### config.mk
export PLATFORM = sky130hd
export DESIGN_NAME = sipo_deserializer
export DESIGN_NICKNAME = d
export VERILOG_FILES = /design/src/rtl/sipo_pkg.sv /design/src/rtl/sipo_shift_core.sv /design/src/rtl/sipo_deserializer.sv
export SDC_FILE = /design/constraint.sdc
export NUM_CORES = 1
export LEC_CHECK = 0
export CAP_MARGIN = 30
export CORE_MARGIN = 8
export CORE_UTILIZATION = 47
export CTS_BUF_LIST = sky130_fd_sc_hd__clkbuf_16
export DETAILED_ROUTE_END_ITERATION = 7
export PLACE_DENSITY = 0.84
export SLEW_MARGIN = 20
export SYNTH_ARGS = -nofsm -noshare
export SYNTH_HDL_FRONTEND = slang
export SYNTH_HIERARCHICAL = 1
export SYNTH_SLANG_ARGS = --single-unit
### constraint.sdc
create_clock -name clk -period 1.8 [get_ports clk]
set_input_delay 0.45 -clock clk [delete_from_list [all_inputs] [get_ports clk]]
set_output_delay 0.45 -clock clk [all_outputs]
set_load 0.005 [all_outputs]
### src/rtl/sipo_pkg.sv
// Shared types and constants for the serial-in/parallel-out deserializer.
package sipo_pkg;

    localparam int SIPO_DEFAULT_WIDTH = 4;

    typedef enum logic [1:0] {
        IDLE   = 2'd0,
        SHIFT  = 2'd1,
        PARITY = 2'd2
    } sipo_state_e;

endpackage

### src/rtl/sipo_shift_core.sv
// Shift register plus bit counter; start loads the first bit, shift appends MSB-first, clear zeroes both.
// Latency: state updates on the edge that qualifies the control.
// Backpressure: none, the controller decides when bits are consumed.
module sipo_shift_core #(
    parameter int WIDTH = 4,
    parameter int CW    = $clog2(WIDTH + 1)
) (
    input  logic             clk,
    input  logic             rst,
    input  logic             start_i,
    input  logic             shift_i,
    input  logic             clear_i,
    input  logic             bit_i,
    output logic [WIDTH-1:0] shreg_o,
    output logic [CW-1:0]    cnt_o
);

    logic [WIDTH-1:0] shreg_q, shreg_d;
    logic [CW-1:0]    cnt_q, cnt_d;

    always_comb begin
        shreg_d = shreg_q;
        cnt_d   = cnt_q;
        if (clear_i) begin
            shreg_d = '0;
            cnt_d   = '0;
        end else if (start_i) begin
            shreg_d = {{(WIDTH-1){1'b0}}, bit_i};
            cnt_d   = CW'(1);
        end else if (shift_i) begin
            shreg_d = WIDTH'({shreg_q, bit_i});
            cnt_d   = cnt_q + CW'(1);
        end
    end

    always_ff @(posedge clk or posedge rst) begin
        if (rst) begin
            shreg_q <= '0;
            cnt_q   <= '0;
        end else begin
            shreg_q <= shreg_d;
            cnt_q   <= cnt_d;
        end
    end

    assign shreg_o = shreg_q;
    assign cnt_o   = cnt_q;

endmodule

### src/rtl/sipo_deserializer.sv
// Serial-to-parallel word assembler, MSB first; SIPO_PARITY_EN adds a trailing even-parity bit.
// Latency: word visible one cycle after its last bit (data or parity) is sampled.
// Backpressure: none on the serial side; an unaccepted word is overwritten and overrun pulses.
module sipo_deserializer
    import sipo_pkg::*;
#(
    parameter int WIDTH = SIPO_DEFAULT_WIDTH
) (
    input  logic             clk,
    input  logic             rst,
    input  logic             serial_in,
    input  logic             serial_valid,
    input  logic             frame_start,
    output logic [WIDTH-1:0] parallel_out,
    output logic             out_valid,
    input  logic             out_ready,
    output logic             overrun,
    output logic             parity_err
);

    localparam int             CW       = $clog2(WIDTH + 1);
    localparam logic [CW-1:0]  LAST_CNT = CW'(WIDTH - 1);

    sipo_state_e      state_q, state_d;
    logic [WIDTH-1:0] shreg;
    logic [CW-1:0]    cnt;

    logic             core_start, core_shift, core_clear;
    logic             word_done;
    logic [WIDTH-1:0] word_dat;

    logic [WIDTH-1:0] parallel_q, parallel_d;
    logic             out_valid_q, out_valid_d;
    logic             overrun_q, overrun_d;

    sipo_shift_core #(
        .WIDTH (WIDTH),
        .CW    (CW)
    ) u_core (
        .clk     (clk),
        .rst     (rst),
        .start_i (core_start),
        .shift_i (core_shift),
        .clear_i (core_clear),
        .bit_i   (serial_in),
        .shreg_o (shreg),
        .cnt_o   (cnt)
    );

    always_ff @(posedge clk or posedge rst) begin
        if (rst) state_q <= IDLE;
        else     state_q <= state_d;
    end

    always_comb begin
        state_d = state_q;
        case (state_q)
            IDLE: begin
                if (serial_valid && frame_start) state_d = SHIFT;
            end
            SHIFT: begin
                if (serial_valid && !frame_start && cnt == LAST_CNT) begin
`ifdef SIPO_PARITY_EN
                    state_d = PARITY;
`else
                    state_d = IDLE;
`endif
                end
            end
`ifdef SIPO_PARITY_EN
            PARITY: begin
                if (serial_valid) state_d = frame_start ? SHIFT : IDLE;
            end
`endif
            default: state_d = IDLE;
        endcase
    end

    // A frame_start bit restarts the frame from any state, dropping any partial word.
    always_comb begin
        core_start = serial_valid && frame_start;
        core_shift = serial_valid && !frame_start && (state_q == SHIFT);
`ifdef SIPO_PARITY_EN
        word_done  = serial_valid && !frame_start && (state_q == PARITY);
        word_dat   = shreg;
`else
        word_done  = core_shift && (cnt == LAST_CNT);
        word_dat   = WIDTH'({shreg, serial_in});
`endif
        core_clear = word_done;
    end

    always_comb begin
        parallel_d  = parallel_q;
        out_valid_d = out_valid_q;
        if (out_valid_q && out_ready) out_valid_d = 1'b0;
        if (word_done) begin
            parallel_d  = word_dat;
            out_valid_d = 1'b1;
        end
        overrun_d = word_done && out_valid_q && !out_ready;
    end

    always_ff @(posedge clk or posedge rst) begin
        if (rst) begin
            parallel_q  <= '0;
            out_valid_q <= 1'b0;
            overrun_q   <= 1'b0;
        end else begin
            parallel_q  <= parallel_d;
            out_valid_q <= out_valid_d;
            overrun_q   <= overrun_d;
        end
    end

`ifdef SIPO_PARITY_EN
    logic parity_err_q, parity_err_d;

    // Even parity: XOR over data plus parity bit is zero for a clean word.
    always_comb begin
        parity_err_d = parity_err_q;
        if (word_done) parity_err_d = (^shreg) ^ serial_in;
    end

    always_ff @(posedge clk or posedge rst) begin
        if (rst) parity_err_q <= 1'b0;
        else     parity_err_q <= parity_err_d;
    end

    assign parity_err = parity_err_q;
`else
    assign parity_err = 1'b0;
`endif

    assign parallel_out = parallel_q;
    assign out_valid    = out_valid_q;
    assign overrun      = overrun_q;

endmodule

==> results.sh <==
export IMPL_outcome="finished, final reports clean"
export IMPL_initial_core_util_pct=51.5
export IMPL_clk_pin_slew_ns=0.04
export IMPL_setup_violations_final=0
export IMPL_crit_path_max_fanout=8
export IMPL_core_area_um2=1140
export IMPL_peakVddDrop_mv=0.657
export IMPL_start_kind="primary input"
export IMPL_cap_viol_max_count=0
export IMPL_dr_pass1_iters=3
export IMPL_hold_class="primary input to asynchronous set/reset pin"
export IMPL_cts_buffers=3
export IMPL_fin_crit_ns=1.67
export IMPL_post_cts_repair_setup_buffers=0
export IMPL_grt_use_met3_pct=2.89
export IMPL_period_share_pct=92.7
export IMPL_drt_total_wl_mm=1.30
export IMPL_busiest_layer="met2"
export IMPL_grt_pass1_vias=461
export IMPL_h_tree_depth=1
export IMPL_dieArea_um2=2640
export IMPL_clk_latency_ns=0.24
export IMPL_drc=0
export IMPL_path_buf_inv=2
export IMPL_fmax_ghz=0.600
export IMPL_hold_buffers=0
export IMPL_detail_route_antenna_nets=0
export IMPL_crit_path_end_kind="flip-flop"
export IMPL_slew_viol_final=0
export IMPL_p_leak_nw=0.385
export IMPL_hold_viol_final=0
export IMPL_nNetsFinal=74
export IMPL_grt_util_met1_pct=13.1
export IMPL_gr_usage_all_layers_pct=11.2
export IMPL_use_met2_pct=18.0
export IMPL_floorplan_io_pins=13
export IMPL_synth_nets=56
export IMPL_die_h_um=51.4
export IMPL_drt_iter0_drc=2
export IMPL_cts_tree="yes"
export IMPL_port_buffers=11
export IMPL_via_per_inst=5.13
export IMPL_cp_data_arrival_time_ns=1.79
export IMPL_power_density_nw_per_um2=1460
export IMPL_cts_resized_gates=0
export IMPL_cts_root_buf="clkbuf_16"
export IMPL_fin_skew_ns=0.00299
export IMPL_final_cell_mix="dfrtp_1 (13), clkdlybuf4s50_1 (11), nor2_1 (6)"
export IMPL_dpl_hpwl_um=989
export IMPL_path_cells="clkdlybuf4s50_1 > nand2_2 > nor4_4 > buf_4 > mux2_2"
export IMPL_rsz0062_at_grt="no"
export IMPL_grt_overflow_total=0
export IMPL_grt_max_degree=9
export IMPL_slowest_delay_ns=0.49
export IMPL_grt_antenna_before_repair=0
export IMPL_dp_cells=76
export IMPL_fin_cells=80
export IMPL_criticalPathCategory="primary input to flip-flop"
export IMPL_clock_path_buffers=2
export IMPL_diodes=0
export IMPL_required_ns=1.92
export IMPL_synthesis_area_um2=588
export IMPL_cts_sinks=13
export IMPL_final_common_cell="dfrtp_1"
export IMPL_ys_warnings_count=6
export IMPL_routabilityCongestion=0.707
export IMPL_critical_path_top_delay_family="buffers and inverters"
export IMPL_syn_area_per_cell_um2=12.0
export IMPL_grt_first_pass_wirelength_mm=2.19
export IMPL_crit_path_top_delay_cell="clkdlybuf4s50_1"
export IMPL_wl_per_cell_um=16.2
export IMPL_syn2layout_area_growth_pct=37.0
export IMPL_holdWs_ns=0.482
export IMPL_r2r_worst_path_cells=3
export IMPL_rows=12
export IMPL_die_w_um=51.4
export IMPL_drive_gt1_share_pct=25.8
export IMPL_synthCells=49
export IMPL_vias=410
export IMPL_cp_depth=5
-- final cells by class --
class,instances,area (um^2)
Sequential cell,13,325
Clock buffer,3,75.1
Inverter,4,15.0
Tap cell,14,17.5
Clock inverter,1,3.75
Timing Repair Buffer,15,140
Multi-Input combinational cell,30,229
Fill cell,86,335
-- metal layers --
| metal | routed length, um | vias up |
|---|---|---|
| li1 | - | 197 |
| met1 | 548 | 202 |
| met2 | 660 | 9 |
| met3 | 70 | 2 |
| met4 | 17 | 0 |
| met5 | 0 | - |
-- flip-flops by register name, indices dropped and copies added, names as in the netlist --
signal          cells
parallel_out        4
u_core/cnt_o        3
u_core/shreg_o      3
out_valid           1
overrun             1
state_q             1
-- worst reg2reg max path, delay by kind of cell (launching register included) --
family                 cells  cell delay, ns
DFF                        1            0.41
muxes                      1            0.34
and+or+nand+nor            1            0.28
buffers and inverters      1            0.20
-- path summary, 6_finish.rpt --
kind                                       from           endpoint  slack [ns]
worst max register to register  u_core/cnt_o[2]    parallel_out[1]        0.45
worst min register to register        out_valid          out_valid        0.50
min in group clk                      out_valid          out_valid        0.50
worst min-delay path                        rst  u_core/shreg_o[0]        0.48
worst max-delay path               serial_valid    parallel_out[1]        0.13
max in group asynchronous                   rst            overrun        1.06
-- where the power goes --
group	internal, mW	switching, mW	total, mW
registers	0.384	0.0665	0.451
logic	0.191	0.129	0.320
clock network	0.292	0.113	0.405
-- per-stage QoR --
| stage | setup WS, ns | util (%) | total power [mW] | setup TNS, ns | area, um^2 |
|---|---|---|---|---|---|
| floorplan | 0.391 | - | 0.614 | 0 | 588 |
| global placement | -0.0486 | 63.7 | 0.747 | -0.179 | 727 |
| detailed placement | -0.114 | 63.7 | 0.774 | -0.452 | 727 |
| CTS | 0.130 | 70.6 | 1.18 | 0 | 806 |
| global route | 0.0508 | 70.6 | 1.24 | 0 | 806 |
| finish | 0.132 | 70.6 | 1.18 | 0 | 806 |
Note: power is estimated with default switching activity, not from simulation.
